`src/rtl/stopwatch_lap_bcd.sv`:
```
// Stopwatch core: clock divider, native BCD timer, start/stop/clear FSM and lap-freeze display.
// Optional lap capture is built only when STOPWATCH_LAP_CAPTURE_EN is defined.
module stopwatch_lap_bcd #(
  parameter int unsigned CLK_HZ   = 50_000_000,
  parameter int unsigned TICK_HZ  = 1000,
  parameter int unsigned DIGITS   = 8,
  parameter bit          SATURATE = 1'b0
) (
  input  logic                  CLOCK_50,
  input  logic                  RESET_N,
  input  logic                  start_btn,
  input  logic                  stop_btn,
  input  logic                  lap_btn,
  input  logic                  clear_btn,
  output logic                  tick,
  output logic                  running,
  output logic                  lap_active,
  output logic                  overflow,
  output logic [4*DIGITS-1:0]   bcd_live,
  output logic [4*DIGITS-1:0]   bcd_disp
);

  localparam int unsigned DIV = CLK_HZ / TICK_HZ;
  localparam int unsigned DW  = (DIV > 1) ? $clog2(DIV) : 1;
  localparam logic [DW-1:0] DIV_LAST = DW'(DIV - 1);

  typedef enum logic [1:0] {IDLE, RUN, PAUSE} state_t;
  state_t state, state_nx;

  // button bits: [2] clear, [1] stop, [0] start
  logic [2:0] sync1, sync2, prev, edge_q;
  logic       clr_ev, stp_ev, sta_ev;
  logic [DW-1:0] div_cnt;
  logic [4*DIGITS-1:0] bcd_inc;
  logic       carry;
  logic       all_nines;

  always_ff @(posedge CLOCK_50 or negedge RESET_N) begin
    if (!RESET_N) begin
      sync1  <= '0;
      sync2  <= '0;
      prev   <= '0;
      edge_q <= '0;
    end else begin
      sync1  <= {clear_btn, stop_btn, start_btn};
      sync2  <= sync1;
      prev   <= sync2;
      edge_q <= sync2 & ~prev;
    end
  end

  // Same-cycle priority clear > stop > start; losers are dropped.
  assign clr_ev = edge_q[2];
  assign stp_ev = edge_q[1] & ~edge_q[2];
  assign sta_ev = edge_q[0] & ~(|edge_q[2:1]);

  always_ff @(posedge CLOCK_50 or negedge RESET_N) begin
    if (!RESET_N) state <= IDLE;
    else          state <= state_nx;
  end

  always_comb begin
    state_nx = state;
    if (clr_ev)                          state_nx = IDLE;
    else if (stp_ev && state == RUN)     state_nx = PAUSE;
    else if (sta_ev && state != RUN)     state_nx = RUN;
  end

  assign running = (state == RUN);
  assign tick    = running && (div_cnt == DIV_LAST);

  always_ff @(posedge CLOCK_50 or negedge RESET_N) begin
    if (!RESET_N)     div_cnt <= '0;
    else if (clr_ev)  div_cnt <= '0;
    else if (running) div_cnt <= tick ? '0 : div_cnt + 1'b1;
  end

  // Ripple increment; carry survives the loop only when every digit was 9.
  always_comb begin
    bcd_inc = bcd_live;
    carry   = 1'b1;
    for (int unsigned i = 0; i < DIGITS; i++) begin
      if (carry) begin
        if (bcd_live[4*i +: 4] == 4'd9) begin
          bcd_inc[4*i +: 4] = 4'd0;
        end else begin
          bcd_inc[4*i +: 4] = bcd_live[4*i +: 4] + 4'd1;
          carry = 1'b0;
        end
      end
    end
    all_nines = carry;
  end

  always_ff @(posedge CLOCK_50 or negedge RESET_N) begin
    if (!RESET_N) begin
      bcd_live <= '0;
      overflow <= 1'b0;
    end else if (clr_ev) begin
      bcd_live <= '0;
      overflow <= 1'b0;
    end else if (tick) begin
      if (!(all_nines && SATURATE)) bcd_live <= bcd_inc;
      if (all_nines) overflow <= 1'b1;
    end
  end

`ifdef STOPWATCH_LAP_CAPTURE_EN
  logic lap_s1, lap_s2, lap_prev, lap_edge, lap_ev;
  logic [4*DIGITS-1:0] lap_reg;

  always_ff @(posedge CLOCK_50 or negedge RESET_N) begin
    if (!RESET_N) begin
      lap_s1   <= 1'b0;
      lap_s2   <= 1'b0;
      lap_prev <= 1'b0;
      lap_edge <= 1'b0;
    end else begin
      lap_s1   <= lap_btn;
      lap_s2   <= lap_s1;
      lap_prev <= lap_s2;
      lap_edge <= lap_s2 & ~lap_prev;
    end
  end

  assign lap_ev = lap_edge & ~(|edge_q);

  // Snapshot takes the pre-increment value of bcd_live.
  always_ff @(posedge CLOCK_50 or negedge RESET_N) begin
    if (!RESET_N) begin
      lap_active <= 1'b0;
      lap_reg    <= '0;
    end else if (clr_ev) begin
      lap_active <= 1'b0;
    end else if (lap_ev) begin
      if (lap_active) begin
        lap_active <= 1'b0;
      end else if (running) begin
        lap_active <= 1'b1;
        lap_reg    <= bcd_live;
      end
    end
  end

  assign bcd_disp = lap_active ? lap_reg : bcd_live;
`else
  logic unused_lap;
  assign unused_lap = lap_btn;
  assign lap_active = 1'b0;
  assign bcd_disp   = bcd_live;
`endif

endmodule

```
`config.mk`:
```
export PLATFORM = sky130hd
export DESIGN_NAME = stopwatch_lap_bcd
export DESIGN_NICKNAME = d
export VERILOG_FILES = /design/src/rtl/stopwatch_lap_bcd.sv
export SDC_FILE = /design/constraint.sdc
export NUM_CORES = 1
export LEC_CHECK = 0
export BUFFER_PORTS_ARGS = -buffer_cell sky130_fd_sc_hd__buf_4
export CAP_MARGIN = 20
export CORE_ASPECT_RATIO = 0.8
export CORE_UTILIZATION = 52
export CTS_CLUSTER_SIZE = 12
export DETAILED_ROUTE_END_ITERATION = 6
export HOLD_SLACK_MARGIN = 0.15
export PLACE_DENSITY_LB_ADDON = 0.05
export SYNTH_ARGS = -nofsm -noshare
export SYNTH_HDL_FRONTEND = slang
export SYNTH_SLANG_ARGS = --single-unit
```
`constraint.sdc`:
```
create_clock -name CLOCK_50 -period 7.9 [get_ports CLOCK_50]
set_clock_uncertainty 0.2 [all_clocks]
set_input_delay 0 -clock CLOCK_50 [delete_from_list [all_inputs] [get_ports CLOCK_50]]
set_output_delay 0 -clock CLOCK_50 [all_outputs]
set_load 0.05 [all_outputs]
```
# Word-level counts from Yosys, hierarchy flattened
# Cells that the tools add are included.
# Widths: inputs -> output; s select.
[classes]
reduce_logical = 23
addsub = 9
n_mux = 41
eq_ne = 11
n_bitwise = 6
[op_table]
columns = ["op", "n"]
rows = [
  ["$mux 32", 2],
  ["$mux 4", 15],
  ["$mux 16", 3],
  ["$add 4x1->4 const B", 8],
  ["$eq 4x4->1 const B", 8],
  ["$reduce_bool 2->1", 10],
  ["$mux 1", 18],
  ["$add 16x1->16 const B", 1],
  ["$eq 16x16->1 const B", 1],
  ["$reduce_and 2->1", 8],
  ["$mux 2", 3],
  ["$and 3x3->3", 1],
  ["$logic_and 1x1->1", 3],
  ["$not 3->3", 1],
  ["$reduce_bool 3->1", 1],
  ["$and 1x1->1", 2],
  ["$eq 2x1->1 const B", 1],
  ["$ne 2x1->1 const B", 1],
  ["$not 1->1", 2],
  ["$reduce_or 2->1", 1],
]
[totals]
wordCells = 105
output_inout_bits = 68
reg_bits = 63

# Depth between registers and ports, before layout
[depth]
depth_word = 12
depth_mapped = 9
depth_no_buf = 7

# Least setup slack after synthesis
# Ideal clock, no wire load.
[synth_path]
path_kind = "reg2reg"
from = "reg bcd_live[4] (netlist: bcd_disp[4])"
to = "reg bcd_live[31] (netlist: bcd_disp[31])"
synth_period_minus_slack_ps = 3099
path_slack_ps = 4801
arrival_ps = 2773
stages_incl_launch_ff = 9
required_ps = 7574
n_path_buf = 2
setup_ps = 126
cell_sequence = "dfrtp_1 ha_1 and3b_1 buf_2 a21oi_1 or3_1 clkbuf_1 or4b_4 a221o_1"
[synth_via]
elab_chain_len = 10
[synth_rtl]
columns = ["item", "line_no", "source"]
rows = [
  ["from (decl)", "19", "output logic [4*DIGITS-1:0] bcd_live,"],
  ["from (signal assigned)", "103", "if (!(all_nines && SATURATE)) bcd_live <= bcd_inc;"],
  ["$eq 4x4->1", "84", "if (bcd_live[4*i +: 4] == 4'd9) begin"],
  ["$mux 1", "84", ""],
  ["$mux 1 (6 in a row)", "83", "if (carry) begin"],
  ["$reduce_bool 2->1 (no source line)", "n/a", ""],
  ["$reduce_and 2->1 (no source line)", "n/a", ""],
]
# No other way between the ends.
# A chain may end at the register's enable or synchronous reset.

# Worst setup path in the final report
[layout_path]
from = "reg div_cnt[13]"
to = "reg bcd_live[31] (netlist: bcd_disp[31])"
[layout_via]
elab_chain_len = 4
[layout_rtl]
columns = ["item", "line_no", "source"]
rows = [
  ["from (decl)", "33", "logic [DW-1:0] div_cnt;"],
  ["from (signal assigned)", "75", "else if (running) div_cnt <= tick ? '0 : div_cnt + 1'b1;"],
  ["$eq 16x16->1", "70", "assign tick = running && (div_cnt == DIV_LAST);"],
  ["$logic_and 1x1->1", "70", ""],
  ["$reduce_bool 2->1 (no source line)", "n/a", ""],
  ["$reduce_and 2->1 (no source line)", "n/a", ""],
]
# No other way between the ends.

==> metrics.txt <==
maximum clock path buffer count=2; number of instances in the synthesized netlist=about 350; capture point of the worst reg-to-reg path=bcd_disp[31]$_DFFE_PN0P_; total number of clock tree sinks=63; post-synthesis cell type with the largest combined area=dfrtp_1; Power Total=0.000805 W; routed wirelength normalized by instance count=about 15 µm; number of setup buffers added after CTS=0; wire length after detailed routing=between 7 and 8 mm; clock tree from TritonCTS=done; Cells after DPL=~470; fraction of the mapped netlist area in adder cells=0.0609; total of warnings raised by yosys=0; peak supply drop=0.155 mV; Peak Freq=around 0.31 GHz; type of the worst min-delay path=reg -> reg; Gates resized, CTS repair=0; number of buffers added on ports=71; leading cell type by number of instances after synthesis=dfrtp_1; global-route usage over all layers=0.224; commonest cells in the synthesized netlist=dfrtp_1 (63), buf_4 (33), nor2_1 (33); half-perimeter wire length of the detailed placement result=4.99 mm; number of flops mapped to enable cells by yosys=0; clk root buf=clkbuf_8; compound-cell area share of the yosys netlist=0.112; Vert. Die Dim=75.3 µm; area of the multi-input gates=approximately 1600 µm²; Placeable Area=~6400 µm²; synthesized area per cell=approximately 9.9 µm²; CP Launch Point=div_cnt[13]$_DFFE_PN0P_; maximum fanout count along the critical path=15; pwr/cell area=approximately 190 nW/µm²; wire length of the first global-routing pass=11.9 mm; worst setup path endpoint=bcd_disp[31]$_DFFE_PN0P_; category of the most critical setup path=reg -> reg; register area=around 1600 µm²; proportion of netlist area held by the largest area contributor=0.451; floorplan die area=around 7000 µm²; standby leakage power=around 2.0 nW; Reg2Reg Setup Slack=4.67 ns; Synth Area in XOR/XNOR=0.0376; number of register bits inferred by synthesis=between 60 and 70; setup repair after global routing missed its margin=no; CTS HTree Levels=3; post-synthesis share of cell area spent on and, or, nand and nor gates=0.223; global route total overflow=0; aggregate negative setup slack=0 ns; worst slew slack as a fraction of its limit=0.515; count of pins on the block boundary=between 70 and 80; Final ANT Viol Nets=0; number of failing hold endpoints at the final stage=0; number of antenna violations at the first check in global routing=0; final-report max-slew violation count=0; cell area after technology mapping=roughly 3500 µm²; cell types with the largest area share after synthesis=dfrtp_1 (45%), buf_4 (7.1%), ha_1 (6.1%), nor2_1 (3.5%), nand2_1 (2.7%); number of buffers inserted during clock tree synthesis=9; antenna diode instance count=0; Tmin final=between 3 and 4 ns; run status=completed; number of design rule violations left after detail routing=0; routed vias/inst=5.57; data required time at the worst endpoint=approximately 7.9 ns; clock-pin transition on the worst setup and hold timing paths=0.07 ns; Post-Syn Nets=around 370; proportion of register bits with asynchronous set or reset after synthesis=1.00; fin worst setup slack=4.67 ns; endpoint arrival time on the critical path=3.26 ns; number of nets at the end of the flow=around 430; worst-case reg-to-reg path depth=6; layout cells sized above 1=0.267; CP endpoint kind=flip-flop; combinational family with the most area after synthesis=simple AND/OR/NAND/NOR gates; number of DRC violations after detailed-routing iteration 0=around 160; sequential fraction of the synthesis area=0.451; CTS hold repair buffers=9; number of fillers in the final layout=521; first-pass iteration count of the detailed router=5; Finished Layout Cells=about 490; Clk Latency, worst-skew pair=0.34 ns; portion of the clock cycle consumed by the worst path in the final layout=0.409; weighted congestion at the end of routability-driven global placement=between 0.7 and 0.8; proportion of synthesized area in mux cells=0.0190; number of endpoints failing setup at the final stage=0; dpl ws=4.67 ns; pin count of the biggest net entering global routing=64; Die Wd=93.6 µm; launching element type of the critical path=flip-flop; Initial Util=0.542; Post-synth top flop=dfrtp_1; max-capacitance violation count=0; synth-to-layout area growth=20.9%; pin slew with the least headroom to its limit=between 0.7 and 0.8 ns; routed via count=approximately 2700; floorplan row count=26; via count of the first global-routing pass=about 2500; number of distinct library cell variants in the gate-level netlist after synthesis=55; launch point of the worst reg-to-reg path=div_cnt[13]$_DFFE_PN0P_
## per-stage QoR
stage | utilization | area (µm²) | hold slack (ns)
final | 0.655 | 4220 | 0.152
after global routing | 0.655 | 4220 | 0.160
after CTS | 0.655 | 4220 | 0.156
after detailed placement | 0.601 | 3870 | -0.0891
after global placement | 0.601 | 3870 | -0.0897
after floorplan | - | 3490 | -0.496
## worst min path at each step
| stage | startpoint | end | slack, ns | depth (start not counted) |
|---|---|---|---|---|
| 2_1_floorplan | RESET_N | bcd_disp[0]$_DFFE_PN0P_ | -0.50 | 0 |
| 3_3_place_gp | stop_btn | sync1[1]$_DFF_PN0_ | -0.09 | 1 |
| 3_5_place_dp | start_btn | sync1[0]$_DFF_PN0_ | -0.09 | 1 |
| 4_1_cts | sync1[1]$_DFF_PN0_ | sync2[1]$_DFF_PN0_ | 0.16 | 0 |
| 5_1_grt | sync1[1]$_DFF_PN0_ | sync2[1]$_DFF_PN0_ | 0.16 | 0 |
| 6_report | sync1[2]$_DFF_PN0_ | sync2[2]$_DFF_PN0_ | 0.15 | 0 |
## cells in the final DEF (no fill, tap or decap), types with 6 or more instances in the layout
cell           instances
or4_1                  6
nand3_1               14
dlygate4sd3_1          8
buf_4                 74
or3_1                  6
a21oi_1               13
inv_1                 13
nor3_1                 6
ha_1                  17
nor2_1                33
nand2_1               25
and3b_1                7
o21ai_0               16
clkbuf_8              13
dfrtp_1               63
nand4_1                8
xor2_1                10
## flip-flops by register name (all words and copies together), names as in the netlist
name / cells
bcd_disp: 32
div_cnt: 16
edge_q: 3
overflow: 1
prev: 3
state: 2
sync1: 3
sync2: 3
## per-layer routing
| metal | track usage | share of wire | wire [µm] | vias up |
|---|---|---|---|---|
| li1 | - | - | - | 1323 |
| met1 | 0.312 | 0.50 | 3650 | 1332 |
| met2 | 0.349 | 0.44 | 3230 | 77 |
| met3 | 0.0629 | 0.052 | 379 | 8 |
| met4 | 0.0615 | 0.0093 | 68 | 0 |
| met5 | 0 | 0 | 0 | - |
## report_power, final
| group | internal [W] | leakage (nW) | switching (W) |
|---|---|---|---|
| Clock | 0.000213 | 0.123 | 0.000124 |
| Sequential | 0.000337 | 0.848 | 0.0000185 |
| Combinational | 0.0000360 | 1.04 | 0.0000774 |
| Total | 0.000585 | 2.01 | 0.000220 |
## critical path, stage by stage, from the launching register on
cell and delay (ns):
dfrtp_1 0.43, or4b_4 0.59, nor4_4 0.39, a31oi_2 0.28
buf_4 0.28, or4b_4 0.57, a221o_1 0.36
## layout make-up
| cell class | count | share of cell area |
|---|---|---|
| multi-input combinational | 233 | 0.375 |
| clock inverter | 2 | 0.0142 |
| inverter | 13 | 0.0116 |
| clock buffer | 14 | 0.0433 |
| timing repair buffer | 83 | 0.157 |
| sequential | 63 | 0.374 |
| tap | 84 | 0.0249 |
## cell families (layout without fill, tap and decap cells)
kind of cell | count (synthesis) | after routing
AO/OA/AOI/OAI | 58 | 58
flip-flops | 63 | 63
other | 1 | 1
AND/OR/NAND/NOR | 136 | 136
XOR/XNOR | 15 | 15
multiplexers | 6 | 6
adder cells (fa/ha/maj) | 17 | 17
buffers and inverters | 55 | 112
(Power assumes the default switching activity.)
